## src/rtl/fetch_unit_if.sv

```systemverilog
// Signal bundle between the fetch unit and its neighbours (decode, local store, ILB).
// The perf counter signals exist only when FETCH_PERF_EN is defined.
interface fetch_unit_if #(parameter int ADDR_W = 15);
    logic                start;
    logic                stall;
    logic                branch_taken;
    logic [0:ADDR_W-1]   branch_target;
    logic                ls_req;
    logic [0:ADDR_W-8]   ls_line_addr;
    logic                ls_ack;
    logic [0:4]          inst_number;
    logic                fetch_reset;
    logic                fetch_valid;
    logic [0:ADDR_W-1]   pc;
`ifdef FETCH_PERF_EN
    logic [0:31]         perf_refills;
    logic [0:31]         perf_stalls;
`endif

    modport master (
        input  start, stall, branch_taken, branch_target, ls_ack,
        output ls_req, ls_line_addr, inst_number, fetch_reset, fetch_valid, pc
`ifdef FETCH_PERF_EN
        , output perf_refills, perf_stalls
`endif
    );

    modport slave (
        output start, stall, branch_taken, branch_target, ls_ack,
        input  ls_req, ls_line_addr, inst_number, fetch_reset, fetch_valid, pc
`ifdef FETCH_PERF_EN
        , input perf_refills, perf_stalls
`endif
    );
endinterface

```

## src/rtl/fetch_unit.sv

```systemverilog
// Instruction fetch: owns the PC, refills 128-byte lines from local store, feeds ILB one pair per cycle (FETCH_PERF_EN adds counters).
// Latency: all outputs registered; RUN starts the cycle after ls_ack, same-line branch costs one bubble.
// Backpressure: stall holds pc/slot with fetch_valid high; a line refill waits indefinitely on ls_ack.
module fetch_unit #(
    parameter int ADDR_W   = 15,
    parameter int RESET_PC = 0
) (
    input  logic         clk,
    input  logic         reset,
    fetch_unit_if.master fif
);

    typedef enum logic [1:0] {IDLE, FILL, RUN, FLUSH} state_t;

    state_t              state, state_nx;
    logic [0:ADDR_W-1]   pc_q, pc_nx;
    logic [0:ADDR_W-1]   tgt_pc, adv_pc;
    logic [0:4]          slot;
    logic                ls_req_q, fetch_reset_q, fetch_valid_q;
    logic [0:4]          inst_q;
    logic                unused_tgt_bits;

    assign slot   = pc_q[ADDR_W-7:ADDR_W-3];
    assign tgt_pc = {fif.branch_target[0:ADDR_W-3], 2'b00};
    // Odd slot issues slot+NOP, so only one word is consumed.
    assign adv_pc = pc_q + (slot[4] ? ADDR_W'(4) : ADDR_W'(8));
    assign unused_tgt_bits = ^fif.branch_target[ADDR_W-2:ADDR_W-1];

    always_comb begin
        state_nx = state;
        pc_nx    = pc_q;
        case (state)
            IDLE:  if (fif.start) state_nx = FILL;
            FILL:  if (fif.ls_ack) state_nx = RUN;
            FLUSH: state_nx = RUN;
            RUN: begin
                if (fif.branch_taken) begin
                    pc_nx    = tgt_pc;
                    state_nx = (tgt_pc[0:ADDR_W-8] == pc_q[0:ADDR_W-8]) ? FLUSH : FILL;
                end else if (!fif.stall) begin
                    pc_nx = adv_pc;
                    if (adv_pc[0:ADDR_W-8] != pc_q[0:ADDR_W-8])
                        state_nx = FILL;
                end
            end
            default: state_nx = IDLE;
        endcase
    end

    always_ff @(posedge clk) begin
        if (reset) begin
            state         <= IDLE;
            pc_q          <= ADDR_W'(RESET_PC);
            ls_req_q      <= 1'b0;
            inst_q        <= 5'd0;
            fetch_reset_q <= 1'b1;
            fetch_valid_q <= 1'b0;
        end else begin
            state         <= state_nx;
            pc_q          <= pc_nx;
            ls_req_q      <= (state_nx == FILL);
            inst_q        <= pc_nx[ADDR_W-7:ADDR_W-3];
            fetch_reset_q <= (state_nx != RUN);
            fetch_valid_q <= (state_nx == RUN);
        end
    end

    assign fif.ls_req       = ls_req_q;
    assign fif.ls_line_addr = pc_q[0:ADDR_W-8];
    assign fif.inst_number  = inst_q;
    assign fif.fetch_reset  = fetch_reset_q;
    assign fif.fetch_valid  = fetch_valid_q;
    assign fif.pc           = pc_q;

`ifdef FETCH_PERF_EN
    logic [0:31] perf_refills_q, perf_stalls_q;

    always_ff @(posedge clk) begin
        if (reset) begin
            perf_refills_q <= 32'd0;
            perf_stalls_q  <= 32'd0;
        end else begin
            if (state_nx == FILL && state != FILL && perf_refills_q != 32'hFFFF_FFFF)
                perf_refills_q <= perf_refills_q + 32'd1;
            if (state == RUN && fif.stall && perf_stalls_q != 32'hFFFF_FFFF)
                perf_stalls_q <= perf_stalls_q + 32'd1;
        end
    end

    assign fif.perf_refills = perf_refills_q;
    assign fif.perf_stalls  = perf_stalls_q;
`else
    // Counter-free build: interface carries no perf signals.
`endif

endmodule
```

## src/flat_wrapper.sv

```systemverilog
// flat-port wrapper written by rule: the top's interface ports become plain ports
module fetch_unit_flat 
#(
    parameter int ADDR_W   = 15,
    parameter int RESET_PC = 0
)
  (clk, reset, fif_start, fif_stall, fif_branch_taken, fif_branch_target, fif_ls_ack, fif_ls_req, fif_ls_line_addr, fif_inst_number, fif_fetch_reset, fif_fetch_valid, fif_pc);
  fetch_unit_if #(.ADDR_W(ADDR_W)) fif_i ();
  input  logic clk;
  input  logic reset;
  input wire logic [$bits(fif_i.start)-1:0] fif_start;
  input wire logic [$bits(fif_i.stall)-1:0] fif_stall;
  input wire logic [$bits(fif_i.branch_taken)-1:0] fif_branch_taken;
  input wire logic [$bits(fif_i.branch_target)-1:0] fif_branch_target;
  input wire logic [$bits(fif_i.ls_ack)-1:0] fif_ls_ack;
  output wire logic [$bits(fif_i.ls_req)-1:0] fif_ls_req;
  output wire logic [$bits(fif_i.ls_line_addr)-1:0] fif_ls_line_addr;
  output wire logic [$bits(fif_i.inst_number)-1:0] fif_inst_number;
  output wire logic [$bits(fif_i.fetch_reset)-1:0] fif_fetch_reset;
  output wire logic [$bits(fif_i.fetch_valid)-1:0] fif_fetch_valid;
  output wire logic [$bits(fif_i.pc)-1:0] fif_pc;
  assign fif_i.start = fif_start;
  assign fif_i.stall = fif_stall;
  assign fif_i.branch_taken = fif_branch_taken;
  assign fif_i.branch_target = fif_branch_target;
  assign fif_i.ls_ack = fif_ls_ack;
  assign fif_ls_req = fif_i.ls_req;
  assign fif_ls_line_addr = fif_i.ls_line_addr;
  assign fif_inst_number = fif_i.inst_number;
  assign fif_fetch_reset = fif_i.fetch_reset;
  assign fif_fetch_valid = fif_i.fetch_valid;
  assign fif_pc = fif_i.pc;
  fetch_unit #(.ADDR_W(ADDR_W), .RESET_PC(RESET_PC)) u_core (.clk(clk), .reset(reset), .fif(fif_i));
endmodule
```

## config.mk

```make
export PLATFORM = sky130hd
export DESIGN_NAME = fetch_unit_flat
export DESIGN_NICKNAME = d
export VERILOG_FILES = /design/src/rtl/fetch_unit_if.sv /design/src/rtl/fetch_unit.sv /design/src/flat_wrapper.sv
export SDC_FILE = /design/constraint.sdc
export NUM_CORES = 1
export LEC_CHECK = 0
export ABC_AREA = 1
export BUFFER_PORTS_ARGS = -buffer_cell sky130_fd_sc_hd__buf_2
export CAP_MARGIN = 20
export CORE_MARGIN = 5
export CORE_UTILIZATION = 49
export CTS_CLUSTER_DIAMETER = 30
export DETAILED_ROUTE_END_ITERATION = 7
export PLACE_DENSITY_LB_ADDON = 0.1
export SETUP_SLACK_MARGIN = 0.3
export SLEW_MARGIN = 25
export SYNTH_ARGS = -nofsm -noshare
export SYNTH_HDL_FRONTEND = slang
export SYNTH_SLANG_ARGS = --single-unit
export TNS_END_PERCENT = 10
```

## constraint.sdc

```tcl
create_clock -name clk -period 2.2 [get_ports clk]
set_input_delay 0.33 -clock clk [delete_from_list [all_inputs] [get_ports clk]]
set_output_delay 0.33 -clock clk [all_outputs]
set_load 0.01 [all_outputs]
```

==> flow_metrics.env, run 1 <==
export IMPL_powerDensity_nw_per_um2=518
export IMPL_start_util_pct=51.3
export IMPL_slew_headroom_pct=77.8
export IMPL_synth_seq_cells=20
export IMPL_wl_um=3590
export IMPL_synth_area_per_cell_um2=6.20
export IMPL_worst_pin_slew_ns=0.332
export IMPL_path_max_fanout=9
export IMPL_synth_area_top_cells="dfxtp_1, nand2_1, buf_4, a21oi_1, inv_1"
export IMPL_pwr_share_seq_pct=46.4
export IMPL_dp_cells=291
export IMPL_leakage_nw=0.817
export IMPL_cp_start_kind="flip-flop"
export IMPL_path_depth=9
export IMPL_yosys_warnings=0
export IMPL_synth_area_um2=1410
export IMPL_power_frac_clock_pct=36.5
export IMPL_dr_pass1_iters=5
export IMPL_initialDrtViolationCount=87
export IMPL_max_stage_delay_ns=0.42
export IMPL_fill_cells=304
export IMPL_die_x_um=63.7
export IMPL_synth_nets=251
export IMPL_mostFrequentLayoutCells="nand2_1, buf_2, inv_1"
export IMPL_seq_area_frac_synth_pct=28.3
export IMPL_syn_inst=228
export IMPL_antenna_found_initial=0
export IMPL_cpMaxStageDelayCell="dfxtp_2"
export IMPL_portBuffers=49
export IMPL_cts_max_level=1
export IMPL_grt_pass1_vias=1416
export IMPL_fin_tns_setup_ns=0
export IMPL_grt_usage_pct=18.4
export IMPL_rsz0062_at_grt="no"
export IMPL_cts_hold_buf=0
export IMPL_skew_ns=0.00323
export IMPL_layout_commonest_cell="nand2_1"
export IMPL_die_area_um2=4060
export IMPL_layout_area_overhead_vs_synth_pct=15.0
export IMPL_p_int_mw=0.616
export IMPL_fin_area_um2=1630
export IMPL_setup_violations_final=0
export IMPL_crit_chain="inv_1 -> ha_1 -> nand2_1 -> a21oi_4 -> nand2_2 -> a21oi_1 -> nand2_1 -> nand2_1 -> nor2_1"
export IMPL_critical_path_buf_inv_count=1
export IMPL_postPlaceCellArea_um2=1570
export IMPL_min_period_ns=1.67
export IMPL_arrival_ns=1.87
export IMPL_ir_drop_v=0.000470
export IMPL_p_comb_share_pct=17.1
export IMPL_synth_top_cell_by_area="dfxtp_1"
export IMPL_fin_nets=288
export IMPL_critical_path_required_ns=2.41
export IMPL_clock_sinks=20
export IMPL_wl_per_cell_um=12.2
export IMPL_cpMostUsedCell="nand2_1"
export IMPL_final_hold_violation_count=0
export IMPL_clk_path_buf_depth=2
export IMPL_rows=19
export IMPL_die_h_um=63.7
export IMPL_switching_share_pct=26.7
export IMPL_clk_pin_slew_ns=0.12
export IMPL_reg2reg_depth=9
export IMPL_instances_no_fill=295
export IMPL_clock_fmax_mhz=600
export IMPL_critPathCaptureType="flip-flop"
export IMPL_netlist_area_leader_share_pct=28.3
export IMPL_grt_max_degree=20
export IMPL_ioPinCount=52
export IMPL_gr_total_overflow=0
export IMPL_crit_type="flip-flop to flip-flop"
export IMPL_drive_above_1_share_pct=26.5
export IMPL_clkLatencyLatePin_ns=0.31
export IMPL_hold_worst_slack_ns=0.249
export IMPL_status="completed"
export IMPL_min_path_type="input pin to flip-flop"
export IMPL_crit_family="flip-flops"
export IMPL_ant_nets=0
export IMPL_place_congestion=0.864
export IMPL_cts_tree="yes"
export IMPL_finalMaxSlewViolations=0
export IMPL_cts_buffers=3
export IMPL_dp_hpwl_um=2710
export IMPL_cap_viol_max_count=0
export IMPL_grt_pass1_wl_um=6090
export IMPL_timing_final_crit_share_pct=75.7
export IMPL_ctsRootBufferMaster="clkbuf_4"
export IMPL_coreArea_um2=2760
export IMPL_num_vias=1488
export IMPL_antenna_cells=0
export IMPL_power_switching_mw=0.225
export IMPL_viasPerCell=5.04
export IMPL_drc_errors=0
export IMPL_synth_cell_types=27
export IMPL_worstHoldPathCells=3
[cell type report]
class	instances	area (um^2)	area share [%]
multi-input combinational	163	774	47.7
clock inverter	1	30.0	1.85
tap	31	38.8	2.39
clock buffer	3	22.5	1.39
inverter	26	97.6	6.00
sequential	20	402	24.7
timing repair buffer	51	260	16.0
[stage by stage]
stage                     utilization, %  total power [mW]  worst slack (ns)
final                               58.9             0.841             0.534
after CTS                           58.9             0.853             0.439
after floorplan                        -             0.498             0.580
after detailed placement            57.0             0.543             0.468
after global placement              57.0             0.542             0.504
after global routing                58.9             0.889             0.359
[registers in the layout (all words and copies together) (netlist names)]
register,count
u_core.fif.pc,10
u_core.state,2
u_core.fif.fetch_valid,1
u_core.fif.fetch_reset,1
u_core.fif.inst_number,5
u_core.fif.ls_req,1
[worst paths after layout]
path                          endpoint                       from  slack [ns]
min          u_core.fif.inst_number[4]       fif_branch_target[2]        0.25
min reg2reg          u_core.fif.pc[14]          u_core.fif.pc[14]        0.47
max                    u_core.state[1]  u_core.fif.inst_number[4]        0.53
max reg2reg            u_core.state[1]  u_core.fif.inst_number[4]        0.53
[cell usage after synthesis]
| master | n |
|---|---|
| nand3_2 | 1 |
| o21ai_0 | 9 |
| nand2_2 | 3 |
| or2_2 | 2 |
| buf_4 | 14 |
| a211oi_1 | 1 |
| inv_2 | 3 |
| xor2_1 | 1 |
| a21oi_1 | 20 |
| nand3_1 | 16 |
| o31ai_1 | 1 |
| nand2_1 | 70 |
| o22ai_1 | 1 |
| a21oi_2 | 2 |
| buf_2 | 2 |
| nand4_1 | 5 |
| xnor2_1 | 2 |
| clkbuf_1 | 1 |
| o21ai_2 | 1 |
| dfxtp_1 | 20 |
| nor2_2 | 1 |
| a21oi_4 | 1 |
| nor2_1 | 22 |
| ha_1 | 2 |
| inv_1 | 23 |
| o21ai_1 | 2 |
| buf_6 | 2 |
[kinds of logic after synthesis]
group	after synthesis	synth area share, %
DFF	20	28.3
adders and majority gates	2	1.77
AOI/OAI and AO/OA	38	15.5
and+or+nand+nor	120	35.7
buffers and inverters	45	16.9
xor gates and xnor gates	3	1.86
[tightest hold or removal path, stage by stage]
cell     delay, ns
buf_2         0.10
nand2_1       0.05
a21oi_1       0.05
[routing by layer]
layer	up-vias	routed length, um	track usage, %
met2	56	1730	32.4
met4	0	35	4.68
met1	642	1520	21.3
met3	4	315	6.04
li1	786	-	-
met5	-	0	0
[repair_timing]
action                                  CTS  global route
gates resized for setup                   0             1
endpoints found under the hold margin     0             0
endpoints found under the setup margin    0             5
setup buffers                             0             0
[power groups by stage]
stage	logic [mW]	registers, mW	clock network (mW)
after floorplan	0.0973	0.401	0
after detailed placement	0.144	0.399	0
after global placement	0.143	0.399	0
final	0.144	0.390	0.307
after CTS	0.145	0.390	0.318
after global routing	0.165	0.393	0.331
(Power assumes the default switching activity.)
==> inputs of run 2 (changes only) <==
CORE_UTILIZATION = 44   (was 49)
clock period = 1.4 ns   (was 2.2 ns; I/O delays follow)
==> flow_metrics.env, run 2 (synthesis results as in run 1) <==
export IMPL_p_comb_share_pct=24.2
export IMPL_num_vias=1572
export IMPL_ctsRootBufferMaster="clkbuf_4"
export IMPL_die_h_um=66.7
export IMPL_final_util_pct=62.5
export IMPL_clk_pin_slew_ns=0.12
export IMPL_ant_nets=0
export IMPL_grt_pass1_vias=1465
export IMPL_drive_above_1_share_pct=39.3
export IMPL_largest_reg_flops=10
export IMPL_min_period_ns=1.47
export IMPL_power_frac_clock_pct=25.3
export IMPL_mostFrequentLayoutCells="nand2_1, buf_2, inv_1"
export IMPL_hold_worst_slack_ns=0.124
export IMPL_die_area_um2=4450
export IMPL_grt_usage_pct=18.9
export IMPL_critical_path_required_ns=1.60
export IMPL_status="finished with violations"
export IMPL_initialDrtViolationCount=48
export IMPL_drc_errors=0
export IMPL_pwr_share_seq_pct=50.5
export IMPL_final_hold_violation_count=0
export IMPL_cts_hold_buf=0
export IMPL_ir_drop_v=0.000438
export IMPL_path_max_fanout=4
export IMPL_min_path_type="input pin to flip-flop"
export IMPL_viasPerCell=4.85
export IMPL_layout_area_overhead_vs_synth_pct=36.0
export IMPL_arrival_ns=1.67
export IMPL_skew_ns=0.00392
export IMPL_portBuffers=49
export IMPL_ioPinCount=52
export IMPL_die_x_um=66.7
export IMPL_clock_sinks=20
export IMPL_setup_violations_final=7
export IMPL_powerDensity_nw_per_um2=621
export IMPL_p_int_mw=0.821
export IMPL_slew_headroom_pct=80.0
export IMPL_cp_start_kind="flip-flop"
export IMPL_switching_share_pct=31.2
export IMPL_regArea_um2=433
export IMPL_worst_pin_slew_ns=0.300
export IMPL_cap_viol_max_count=0
export IMPL_grt_pass1_wl_um=6470
export IMPL_grt_max_degree=15
export IMPL_dp_hpwl_um=2870
export IMPL_cts_tree="yes"
export IMPL_timing_final_crit_share_pct=105
export IMPL_rows=20
export IMPL_antenna_found_initial=0
export IMPL_finalMaxSlewViolations=0
export IMPL_wl_um=3910
export IMPL_cts_max_level=1
export IMPL_place_congestion=0.853
export IMPL_fin_ws_ns=-0.0714
export IMPL_rsz0062_at_grt="yes"
export IMPL_dp_cells=316
export IMPL_cts_buffers=3
export IMPL_dr_pass1_iters=4
export IMPL_multiInputGateArea_um2=853
export IMPL_power_switching_mw=0.372
export IMPL_layout_commonest_cell="nand2_1"
export IMPL_coreArea_um2=3080
export IMPL_crit_type="flip-flop to flip-flop"
export IMPL_clk_path_buf_depth=2
export IMPL_start_util_pct=45.9
export IMPL_gr_total_overflow=0
export IMPL_wl_per_cell_um=12.1
export IMPL_leakage_nw=0.908
export IMPL_clkLatencyLatePin_ns=0.31
export IMPL_fin_nets=304
export IMPL_violations="negative setup slack"
export IMPL_instances_no_fill=324
export IMPL_fill_cells=308
export IMPL_critPathCaptureType="flip-flop"
export IMPL_antenna_cells=0
export IMPL_clock_fmax_mhz=680
export IMPL_p_total_mw=1.19
run 2: final timing paths:
kind	from	endpoint	slack, ns	cells after the start
max	u_core.fif.inst_number[4]	u_core.state[1]	-0.07	9
min	fif_branch_target[2]	u_core.fif.inst_number[4]	0.12	3
max reg2reg	u_core.fif.inst_number[4]	u_core.state[1]	-0.07	9
min reg2reg	u_core.fif.pc[13]	u_core.fif.pc[13]	0.46	2
run 2: area by class of cell:
cell class / instances / area share, %
Clock buffer: 4 / 1.37
Inverter: 26 / 5.20
Multi-Input combinational cell: 163 / 44.4
Sequential cell: 20 / 22.5
Tap cell: 44 / 2.86
Timing Repair Buffer: 67 / 23.7
run 2: routing by layer:
| layer | vias up | track usage, % | wire (um) |
|---|---|---|---|
| met1 | 707 | 23.5 | 1750 |
| met4 | 0 | 6.09 | 48 |
| li1 | 818 | - | - |
| met5 | - | 0 | 0 |
| met3 | 6 | 3.37 | 205 |
| met2 | 41 | 32.7 | 1910 |
run 2: repair_timing:
item	4_1_cts	5_1_grt
setup endpoints to repair	37	42
pin swaps	16	9
buffers inserted	3	1
resized for setup	39	12
run 2: through the flow:
stage / setup TNS, ns / setup slack [ns] / cell area (um^2)
floorplan: -0.00978 / -0.00978 / 1440
global placement: -0.183 / -0.0476 / 1700
detailed placement: -0.224 / -0.0587 / 1700
CTS: -0.172 / -0.0543 / 1880
global route: -1.46 / -0.181 / 1920
finish: -0.281 / -0.0714 / 1920
run 2: power by group through the flow:
stage | combinational (mW) | clock [mW] | sequential, mW
final | 0.289 | 0.302 | 0.603
after CTS | 0.282 | 0.309 | 0.607
after floorplan | 0.157 | 0 | 0.629
after detailed placement | 0.256 | 0 | 0.622
after global routing | 0.324 | 0.343 | 0.607
after global placement | 0.255 | 0 | 0.622
run 2: worst max-delay path, stage by stage, from the launching register on:
cell	delay, ns
dfxtp_4	0.39
inv_4	0.04
ha_4	0.27
nand2_4	0.05
a21oi_4	0.20
nand2_2	0.10
a21oi_2	0.15
nand2_2	0.07
nand2_1	0.06
nor2_1	0.03
==> inputs of run 3 (changes only) <==
CTS_CLUSTER_DIAMETER = 200   (was 30)
SKIP_CTS_REPAIR_TIMING = 1   (was default)
==> flow_metrics.env, run 3 (synthesis results as in run 1) <==
export IMPL_status="finished with violations"
export IMPL_violations="negative setup slack"
export IMPL_dr_pass1_iters=4
export IMPL_drc_errors=0
export IMPL_coreArea_um2=3080
export IMPL_setup_violations_final=4
export IMPL_ant_nets=0
export IMPL_rsz0062_at_grt="yes"
export IMPL_regArea_um2=414
export IMPL_fill_cells=335
export IMPL_p_int_mw=0.818
export IMPL_critPathCaptureType="flip-flop"
export IMPL_multiInputGateArea_um2=833
export IMPL_timing_final_crit_share_pct=102
export IMPL_clk_path_buf_depth=2
export IMPL_postPlaceCellArea_um2=1700
export IMPL_crit_type="flip-flop to flip-flop"
export IMPL_start_util_pct=45.9
export IMPL_p_total_mw=1.19
export IMPL_cp_start_kind="flip-flop"
export IMPL_initialDrtViolationCount=46
export IMPL_min_path_type="input pin to flip-flop"
export IMPL_fin_area_um2=1820
export IMPL_die_x_um=66.7
export IMPL_fin_nets=303
export IMPL_clock_sinks=20
export IMPL_leakage_nw=0.891
export IMPL_fin_ws_ns=-0.0328
export IMPL_layout_commonest_cell="nand2_1"
export IMPL_largest_reg_flops=10
export IMPL_worst_pin_slew_ns=0.355
export IMPL_grt_max_degree=15
export IMPL_arrival_ns=1.65
export IMPL_gr_total_overflow=0
export IMPL_rows=20
export IMPL_worstHoldPathCells=3
export IMPL_wl_per_cell_um=11.9
export IMPL_switching_share_pct=31.2
export IMPL_die_h_um=66.7
export IMPL_clkLatencyLatePin_ns=0.31
export IMPL_finalMaxSlewViolations=0
export IMPL_p_comb_share_pct=23.4
export IMPL_ir_drop_v=0.000458
export IMPL_cap_viol_max_count=0
export IMPL_final_hold_violation_count=0
export IMPL_path_max_fanout=4
export IMPL_critical_path_required_ns=1.61
export IMPL_reg2reg_depth=10
export IMPL_grt_usage_pct=18.2
export IMPL_antenna_cells=0
export IMPL_power_frac_clock_pct=25.5
export IMPL_min_period_ns=1.43
export IMPL_antenna_found_initial=0
export IMPL_clk_pin_slew_ns=0.12
export IMPL_wl_um=3830
export IMPL_final_util_pct=59.2
export IMPL_die_area_um2=4450
export IMPL_drive_above_1_share_pct=36.6
export IMPL_viasPerCell=4.73
export IMPL_cts_buffers=3
export IMPL_power_switching_mw=0.370
export IMPL_cts_tree="yes"
export IMPL_portBuffers=49
export IMPL_layout_area_overhead_vs_synth_pct=28.9
export IMPL_grt_pass1_vias=1386
export IMPL_grt_pass1_wl_um=6200
export IMPL_ctsRootBufferMaster="clkbuf_4"
export IMPL_clock_fmax_mhz=698
export IMPL_powerDensity_nw_per_um2=652
export IMPL_skew_ns=0.00199
export IMPL_mostFrequentLayoutCells="nand2_1, buf_2, inv_1"
export IMPL_cts_max_level=1
export IMPL_num_vias=1529
export IMPL_dp_hpwl_um=2870
export IMPL_slew_headroom_pct=76.1
export IMPL_pwr_share_seq_pct=51.1
export IMPL_place_congestion=0.853
export IMPL_ioPinCount=52
## run 3: changes by cell type in the layout (fill, tap and decap cells not counted), moves of 2 or more
cell | before | now
buf_2 | 40 | 46
a21oi_1 | 17 | 19
dfxtp_4 | 8 | 3
buf_6 | 14 | 3
nand2_2 | 7 | 9
buf_4 | 13 | 17
nand2_1 | 65 | 63
dfxtp_1 | 10 | 15
a21oi_2 | 5 | 3
## run 3: metal layers
layer,share of wire [%],global-route usage (%),vias to the layer above
li1,-,-,816
met5,0,0,-
met2,48,29.3,32
met4,0.55,5.33,0
met3,5.3,3.20,2
met1,46,24.5,679
## run 3: power groups by stage
| stage | combinational [mW] | clock, mW | sequential, mW |
|---|---|---|---|
| global route | 0.313 | 0.344 | 0.612 |
| detailed placement | 0.256 | 0 | 0.622 |
| finish | 0.278 | 0.303 | 0.607 |
| global placement | 0.255 | 0 | 0.622 |
| floorplan | 0.157 | 0 | 0.629 |
| CTS | 0.257 | 0.310 | 0.610 |
## run 3: path summary, 6_finish.rpt
path / startpoint / to / slack (ns)
worst max-delay path: u_core.fif.inst_number[4] / u_core.fif.pc[7] / -0.03
worst min-delay path: fif_branch_target[2] / u_core.fif.inst_number[4] / 0.12
worst max register to register: u_core.fif.inst_number[4] / u_core.fif.pc[7] / -0.03
worst min register to register: u_core.fif.pc[13] / u_core.fif.pc[13] / 0.46
## run 3: through the flow
stage           TNS, ns  std cells  hold slack, ns  setup slack [ns]
3_3_place_gp     -0.183        316           0.440           -0.0476
6_report         -0.111        323           0.125           -0.0328
3_5_place_dp     -0.224        316           0.446           -0.0587
4_1_cts          -0.500        320           0.118            -0.105
5_1_grt           -1.22        323           0.126            -0.136
2_1_floorplan  -0.00978        228           0.288          -0.00978
## run 3: critical path: stages, from the launching register on
cell and delay [ns]:
dfxtp_4 0.38, inv_2 0.04, ha_4 0.28, nand2_4 0.05
a21oi_4 0.17, buf_4 0.13, nand4_1 0.06, o21ai_1 0.08
nand2_1 0.06, nand2_1 0.05, nor2_1 0.04
## run 3: cell type report
class | count | area share (%)
flip-flops and latches | 20 | 22.7
well taps | 44 | 3.02
multi-input cells | 163 | 45.7
inverters | 26 | 5.63
repair buffers | 66 | 21.5
clock buffers | 4 | 1.44
